===== config.mk =====
export PLATFORM = sky130hd
export DESIGN_NAME = ex6_resp_capture
export DESIGN_NICKNAME = d
export VERILOG_FILES = /design/src/rtl/ex6_resp_capture.sv
export SDC_FILE = /design/constraint.sdc
export NUM_CORES = 1
export LEC_CHECK = 0
export ABC_CLOCK_PERIOD_IN_PS = 3300
export CORE_ASPECT_RATIO = 1.4
export CORE_MARGIN = 3
export CORE_UTILIZATION = 35
export DETAILED_ROUTE_END_ITERATION = 6
export REMOVE_ABC_BUFFERS = 1
export SETUP_SLACK_MARGIN = 0.2
export SYNTH_ARGS = -nofsm -noshare
export SYNTH_HDL_FRONTEND = slang
export SYNTH_SLANG_ARGS = --single-unit

===== constraint.sdc =====
create_clock -name clk -period 3.3 [get_ports clk]
set_clock_uncertainty 0.15 [all_clocks]
set_input_delay 0.99 -clock clk [delete_from_list [all_inputs] [get_ports clk]]
set_output_delay 0.99 -clock clk [all_outputs]
set_load 0.03 [all_outputs]

===== src/rtl/ex6_resp_capture.sv =====
`default_nettype none
// ============================================================================
// ex6_resp_capture : timestamped change-event capture of the ex6 response
// vector into a show-ahead FIFO drained over valid/ready.  Rev 1.0
// ============================================================================
module ex6_resp_capture #(
  parameter int DEPTH       = 8,
  parameter int TS_W        = 12,
  parameter int STOP_ON_OVF = 0
) (
  input  logic                      clk,
  input  logic                      rst,
  input  logic                      clr,
  input  logic                      en,
  input  logic [7:0]                y_in,
  output logic                      out_valid,
  input  logic                      out_ready,
  output logic [TS_W+7:0]           out_data,
  output logic [$clog2(DEPTH):0]    count,
  output logic                      full,
  output logic                      overflow,
  output logic [7:0]                drop_cnt
);

  localparam int PW = $clog2(DEPTH);
  localparam int CW = PW + 1;
  localparam logic [CW-1:0] FULL_CNT = CW'(DEPTH);

  typedef enum logic [1:0] {
    IDLE = 2'd0,
    RUN  = 2'd1,
    HALT = 2'd2
  } state_t;

  state_t          state_q, state_d;
  logic [TS_W-1:0] ts_q, ts_d;
  logic [7:0]      prev_q, prev_d;
  logic            first_q, first_d;
  logic [PW-1:0]   wr_ptr_q, wr_ptr_d;
  logic [PW-1:0]   rd_ptr_q, rd_ptr_d;
  logic [CW-1:0]   count_q, count_d;
  logic            overflow_q, overflow_d;
  logic [7:0]      drop_cnt_q, drop_cnt_d;

  logic [TS_W+7:0] mem_q [DEPTH];

  logic sample, evt, push, pop, drop;

  always_comb begin
    state_d    = state_q;
    ts_d       = ts_q;
    prev_d     = prev_q;
    first_d    = first_q;
    wr_ptr_d   = wr_ptr_q;
    rd_ptr_d   = rd_ptr_q;
    count_d    = count_q;
    overflow_d = overflow_q;
    drop_cnt_d = drop_cnt_q;

    pop    = (count_q != '0) && out_ready;
    sample = en && (state_q != HALT);
    evt    = sample && (first_q || (y_in != prev_q));
    // A full FIFO still accepts the push when the head leaves on the same edge.
    push   = evt && ((count_q != FULL_CNT) || pop);
    drop   = evt && !push;

    if (sample) ts_d = ts_q + TS_W'(1);
    if (evt) begin
      prev_d  = y_in;
      first_d = 1'b0;
    end
    if (push) wr_ptr_d = wr_ptr_q + PW'(1);
    if (pop)  rd_ptr_d = rd_ptr_q + PW'(1);

    case ({push, pop})
      2'b10:   count_d = count_q + CW'(1);
      2'b01:   count_d = count_q - CW'(1);
      default: count_d = count_q;
    endcase

    if (drop) begin
      overflow_d = 1'b1;
      if (drop_cnt_q != 8'hFF) drop_cnt_d = drop_cnt_q + 8'd1;
    end

    case (state_q)
      IDLE:    if (en) state_d = RUN;
      default: state_d = state_q;
    endcase
    if (drop && (STOP_ON_OVF != 0)) state_d = HALT;

    if (clr) begin
      state_d    = IDLE;
      ts_d       = '0;
      prev_d     = '0;
      first_d    = 1'b1;
      wr_ptr_d   = '0;
      rd_ptr_d   = '0;
      count_d    = '0;
      overflow_d = 1'b0;
      drop_cnt_d = '0;
    end
  end

  always_ff @(posedge clk or posedge rst) begin
    if (rst) begin
      state_q    <= IDLE;
      ts_q       <= '0;
      prev_q     <= '0;
      first_q    <= 1'b1;
      wr_ptr_q   <= '0;
      rd_ptr_q   <= '0;
      count_q    <= '0;
      overflow_q <= 1'b0;
      drop_cnt_q <= '0;
    end else begin
      state_q    <= state_d;
      ts_q       <= ts_d;
      prev_q     <= prev_d;
      first_q    <= first_d;
      wr_ptr_q   <= wr_ptr_d;
      rd_ptr_q   <= rd_ptr_d;
      count_q    <= count_d;
      overflow_q <= overflow_d;
      drop_cnt_q <= drop_cnt_d;
    end
  end

  // Storage is unreset; it is only visible through out_data when count!=0.
  always_ff @(posedge clk) begin
    if (push && !clr) mem_q[wr_ptr_q] <= {ts_q, y_in};
  end

  assign out_valid = (count_q != '0);
  assign out_data  = out_valid ? mem_q[rd_ptr_q] : '0;
  assign count     = count_q;
  assign full      = (count_q == FULL_CNT);
  assign overflow  = overflow_q;
  assign drop_cnt  = drop_cnt_q;

endmodule
`default_nettype wire


==> results.cfg, run 1 <==
[grt]
grt_remaining_overflow = 0
antenna_found_initial = 0
grt_pass1_vias = 4796
grt_start_max_net_pins = 38
grt_pass1_wl_um = 27200
track_usage_pct = 14.3

[routing]
via_count = 4527
drt_iter0_drc = 351
wl_per_cell_um = 19.9
wl_um = 17800
viasPerCell = 5.04
postRouteAntennaNets = 0
first_pass_iters = 4
route.detailed.drc = 0

[timing]
tightest_slew_ns = 0.436
min_period_ns = 3.19
relSlewSlack_pct = 70.9
fmax_mhz = 314
timing_hold_violations_final = 0
rsz0062_at_grt = yes
setup_violations = 0
holdWs_ns = 0.370
postLayoutSetupSlackWorst_ns = 0.110
setup_tns_ns = 0
period_share_pct = 96.7
drv_slew = 0

[clock_tree]
htree_levels = 4
cts_buffer_depth = 2
clock-sinks = 200
clk_pin_slew_ns = 0.07
cts_tree = done
clock_latency_ns = 0.44
cts_made_buffers = 17
cts-root-buf = clkbuf_16

[pwr]
p_sw_mw = 2.21
switching_share_pct = 30.6
p_int_mw = 5.03
total_power_mw = 7.24
leakage_nw = 3.76
clkPwrFrac_pct = 27.0
p_per_area_nw_per_um2 = 692
power_frac_comb_pct = 33.2
p_seq_share_pct = 39.7
peakVddDrop_v = 0.000329

[die]
dieHeight_um = 188
start_util_pct = 36.2
core_um2 = 22900
pin_count = 48
die_area_um2 = 25500
die_w_um = 136
row_count = 65

[critical_path]
cp-start-kind = flip-flop
crit_family = multiplexers
path_cells = buf_6 -> clkbuf_16 -> mux4_2 -> mux2i_1 -> nor2_2 -> buf_12
cp-end-kind = primary output
cp_num_buf_inv = 3
crit_path_top_delay_cell = mux4_2
crit_fanout = 5
cp_data_required_time_ns = 2.16
path_class = reg2out
worstPathArrival_ns = 2.05
slowest_delay_ns = 0.51

[synth]
yosysMostFrequentCell = edfxtp_1
synth_edf_count = 160
synth_area_um2 = 8270
synth_common_cells = edfxtp_1, nor2_1, mux4_2, dfrtp_1, mux2i_1
yosys-top-cells-area = edfxtp_1, dfrtp_1, mux4_2
synth_ff_type = edfxtp_1
ys_seq_area_share_pct = 70.2
synthCells = 489
syn_avg_cell_area_um2 = 16.9
async_flop_share_pct = 20.0
yosys_warnings = 0
ys_ff_latch = 200
synthDistinctLibCells = 40
synth_top_area_share_pct = 58.1
yosysTopAreaCell = edfxtp_1

[outcome]
status = complete, no violations

[final_layout]
instances_no_fill = 899
final_util_pct = 45.8
n_antenna_cell = 0
design_area_um2 = 10500
drive_gt1_share_pct = 31.6
area_growth_pct = 26.5
nets = 605

[place]
io_buffers = 47
hpwl_um = 11100
dpl-instance-area_um2 = 9550
pre_cts_slack_ns = -0.623
dp_cells = 854
gp_congestion = 0.800

[min_path]
min_path_type = reg2reg

[run]
maxCapViolCount = 0
==> logic make-up (layout without fill, tap and decap cells) <==
| group | Yosys count | in the layout | share of synthesized area [%] |
|---|---|---|---|
| buffers and inverters | 31 | 140 | 1.68 |
| adder cells (fa/ha/maj) | 7 | 7 | 1.15 |
| XOR/XNOR | 30 | 30 | 3.18 |
| AND/OR/NAND/NOR | 130 | 130 | 7.46 |
| flip-flops | 200 | 200 | 70.2 |
| AO/OA/AOI/OAI | 18 | 18 | 1.47 |
| multiplexers | 73 | 73 | 14.9 |
==> cell type report <==
type / count / area [um2]
Fill cell: 1934 / 12400
Sequential cell: 200 / 5810
Multi-Input combinational cell: 258 / 2500
Timing Repair Buffer: 102 / 1200
Clock buffer: 17 / 425
Tap cell: 301 / 377
Clock inverter: 15 / 129
Inverter: 6 / 22.5
==> metal layers <==
metal  vias up  wire, um  global-route usage, %
li1       2057         -                      -
met1      2367      6840                   16.1
met3        17       595                   2.82
met4         0       250                   4.73
met5         -         0                      0
met2        86     10200                   26.8
==> repair_timing <==
| action | in CTS | in global routing |
|---|---|---|
| hold endpoints to repair | 0 | 0 |
| setup endpoints to repair | 184 | 127 |
| gates resized for setup | 41 | 23 |
| gates cloned | 4 | 2 |
| setup buffers | 4 | 3 |
| pin swaps | 9 | 19 |
| hold buffers | 0 | 0 |
==> power by group through the flow <==
stage | Sequential (mW) | Combinational (mW) | Clock [mW]
floorplan | 3.05 | 1.05 | 0
global placement | 2.91 | 2.09 | 0
detailed placement | 2.92 | 2.10 | 0
CTS | 2.87 | 2.37 | 2.00
global route | 2.89 | 2.56 | 2.10
finish | 2.88 | 2.40 | 1.96
==> flip-flops by register name (all words and copies together) (netlist names), 3 cells and up <==
register  cells
prev_q        8
drop_cnt      8
mem_q       160
wr_ptr_q      3
rd_ptr_q      3
count         4
ts_q         12
==> layout by cell type, fill, tap and decap left out, types with 5 or more instances in the layout <==
cell             Yosys  layout
mux4_2              40      40
buf_6                2      11
clkdlybuf4s50_1      0      17
dfrtp_1             39      36
nand2_1             12      11
nand3_1             12      10
nor2_1              71      62
xor2_1              15      14
nand4_1              5       5
edfxtp_1           160     160
mux2i_1             33      31
clkbuf_16            0      18
inv_1                6       5
nor2_2               1       7
ha_1                 6       5
a21oi_1              7       6
xnor2_1             15      11
buf_4                0      38
buf_12               0      21
==> tightest hold or removal path, stage by stage, from the launching register on <==
cell and delay (ns):
dfrtp_1 0.36, nor2_1 0.05, nor2_1 0.07
==> worst paths after layout <==
| check | startpoint | endpoint | slack, ns | depth (start not counted) |
|---|---|---|---|---|
| setup / recovery | rd_ptr_q[0] | out_data[0] | 0.11 | 6 |
| hold / removal | overflow | overflow | 0.37 | 2 |
| setup reg to reg | count[0] | count[3] | 0.44 | 13 |
| hold reg to reg | overflow | overflow | 0.37 | 2 |
| max in group asynchronous | rst | first_q | 1.94 | 3 |
| min in group asynchronous | rst | overflow | 0.58 | 2 |
(Power assumes the default switching activity.)
==> run 2: changes to the inputs <==
ABC_AREA = 1   (was unset)
CTS_CLUSTER_SIZE = 25   (was unset)
==> run 2 against run 1 <==
- sequential share of layout area shrank 1.7 points
- worst setup slack gained 0.072 ns
- global-route usage grew 1.5 points
- worst hold slack lost 0.044 ns
==> results.cfg, run 2 <==
[place]
hpwl_um = 11600
dpl-instance-area_um2 = 9670
pre_cts_slack_ns = -0.178
io_buffers = 47
gp_congestion = 0.778
dp_cells = 1109

[final_layout]
area_growth_pct = 29.1
final_common_cell = edfxtp_1
design_area_um2 = 10800
largest_registers = mem_q x160, ts_q x12
fill_cells = 2057
nets = 860
instances_no_fill = 1159
drive_gt1_share_pct = 19.8
final_cell_mix = edfxtp_1, nor2_1, nand2_1
largest_reg_flops = 160
n_antenna_cell = 0
regMostFlops = mem_q
final_util_pct = 46.2

[clock_tree]
cts_buffer_depth = 2
clock_latency_ns = 0.44
clock-sinks = 200
htree_levels = 4
cts_made_buffers = 17
cts-root-buf = clkbuf_16
cts_tree = done
clk_pin_slew_ns = 0.08

[synth]
synth_top_area_share_pct = 57.5
synth_area_um2 = 8360
synth_common_cells = edfxtp_1, nor2_1, o21ai_0, nand2_1, inv_1
synth_edf_count = 160
synthSimpleGateAreaFrac_pct = 13.3
ys_seq_area_share_pct = 69.4
yosys_warnings = 0
synthCells = 742
synth_adder_area_share_pct = 1.14
synthDistinctLibCells = 33
ys_ff_latch = 200
yosys-top-cells-area = edfxtp_1, dfrtp_1, nor2_1
synth_top_family_by_area = simple AND/OR/NAND/NOR gates
async_flop_share_pct = 20.0
yosysTopAreaCell = edfxtp_1
synth-xor-area-share_pct = 0.838
synth_compound_area_share_pct = 11.5
syn_avg_cell_area_um2 = 11.3
yosysMostFrequentCell = edfxtp_1
synth.area.mux_share_pct = 0
synth_ff_type = edfxtp_1

[critical_path]
slowest_delay_ns = 0.48
rr_endpoint = count[3]
path_cells = clkinv_4 -> buf_4 -> buf_12 -> buf_16 -> o21ai_1 -> a31oi_2 -> buf_12
crit_start = rd_ptr_q[0]
crit_end = out_data[15]
crit_fanout = 18
worst-path-stages = 7
timing.rr.start = count[0]
cp-start-kind = flip-flop
cp_num_buf_inv = 5
crit_path_top_delay_cell = dfrtp_2
cp-end-kind = primary output
path_class = reg2out
crit_top_cell = buf_12
regToRegSetupSlack_ns = 0.81
cp_data_required_time_ns = 2.16
worstPathArrival_ns = 1.98
ff2ff_path_depth = 16
crit_family = buffers and inverters

[pwr]
p_int_mw = 5.24
power_frac_comb_pct = 38.5
peakVddDrop_v = 0.000744
p_per_area_nw_per_um2 = 742
p_seq_share_pct = 35.8
p_sw_mw = 2.77
switching_share_pct = 34.5
leakage_nw = 4.15
clkPwrFrac_pct = 25.6
total_power_mw = 8.01

[timing]
postLayoutSetupSlackWorst_ns = 0.183
period_share_pct = 94.5
setup_tns_ns = 0
rsz0062_at_grt = yes
relSlewSlack_pct = 65.6
holdWs_ns = 0.327
min_period_ns = 3.12
tightest_slew_ns = 0.516
timing_hold_violations_final = 0
setup_violations = 0
fmax_mhz = 321
drv_slew = 0

[die]
start_util_pct = 35.8
die_w_um = 137
dieHeight_um = 189
row_count = 66
pin_count = 48
die_area_um2 = 25800
core_um2 = 23400

[grt]
antenna_found_initial = 0
grt_pass1_vias = 5761
grt_start_max_net_pins = 43
grt_pass1_wl_um = 31300
grt_remaining_overflow = 0
track_usage_pct = 15.8

[min_path]
holdPathStages = 2
min_from = first_q
min_path_type = reg2reg

[routing]
wl_um = 20400
wl_per_cell_um = 17.6
viasPerCell = 4.97
drt_iter0_drc = 406
postRouteAntennaNets = 0
first_pass_iters = 5
route.detailed.drc = 0
via_count = 5765

[outcome]
status = complete, no violations

[run]
maxCapViolCount = 0
## run 2: cells by family after synthesis
logic type,Yosys count
buffers and inverters,80
adder cells (fa/ha/maj),7
flip-flops,200
AO/OA/AOI/OAI,178
AND/OR/NAND/NOR,269
XOR/XNOR,8
## run 2: cell type report
cell class / instances / area [um2] / share of cell area, %
flip-flops and latches: 200 / 5810 / 53.8
inverters: 43 / 169 / 1.56
clock buffers: 19 / 475 / 4.40
repair buffers: 116 / 1470 / 13.6
well taps: 306 / 383 / 3.55
clock inverters: 13 / 119 / 1.10
multi-input cells: 462 / 2370 / 22.0
## run 2: what timing repair did
action                                  in CTS  in global routing
cloned                                       4                  6
hold buffers                                 0                  0
pin swaps                                    4                 14
buffers inserted                             4                  4
endpoints found under the setup margin      22                103
gates resized for setup                     25                 64
## run 2: worst min-delay path by stage
stage / to / slack, ns
5_1_grt: first_q / 0.34
6_report: first_q / 0.33
3_3_place_gp: first_q / 0.32
2_1_floorplan: first_q / 0.29
3_5_place_dp: first_q / 0.32
4_1_cts: first_q / 0.33
## run 2: power groups by stage
| stage | Clock (mW) | Combinational [mW] | Sequential, mW |
|---|---|---|---|
| finish | 2.05 | 3.08 | 2.87 |
| CTS | 2.09 | 2.83 | 2.86 |
| floorplan | 0 | 1.22 | 3.02 |
| global placement | 0 | 2.52 | 2.91 |
| global route | 2.20 | 3.32 | 2.88 |
| detailed placement | 0 | 2.53 | 2.91 |
## run 2: per-layer routing
layer	GRT usage (%)	part of all wire, %
met5	0	0
met3	3.24	3.7
met4	4.34	1.6
met1	20.4	43
met2	27.0	52
## run 2: worst register-to-register path, stage by stage, from the launching register on
cell and delay (ns):
dfrtp_1 0.46, nor2_2 0.17, nand3_2 0.07, buf_6 0.19
nand2_1 0.15, inv_1 0.11, nand2_1 0.11, inv_2 0.06
ha_1 0.30, a21oi_1 0.13, nand2_1 0.09, xor2_2 0.14
inv_1 0.05, nand2_1 0.06, nand2_1 0.05, nand2_1 0.06
nand2_1 0.04
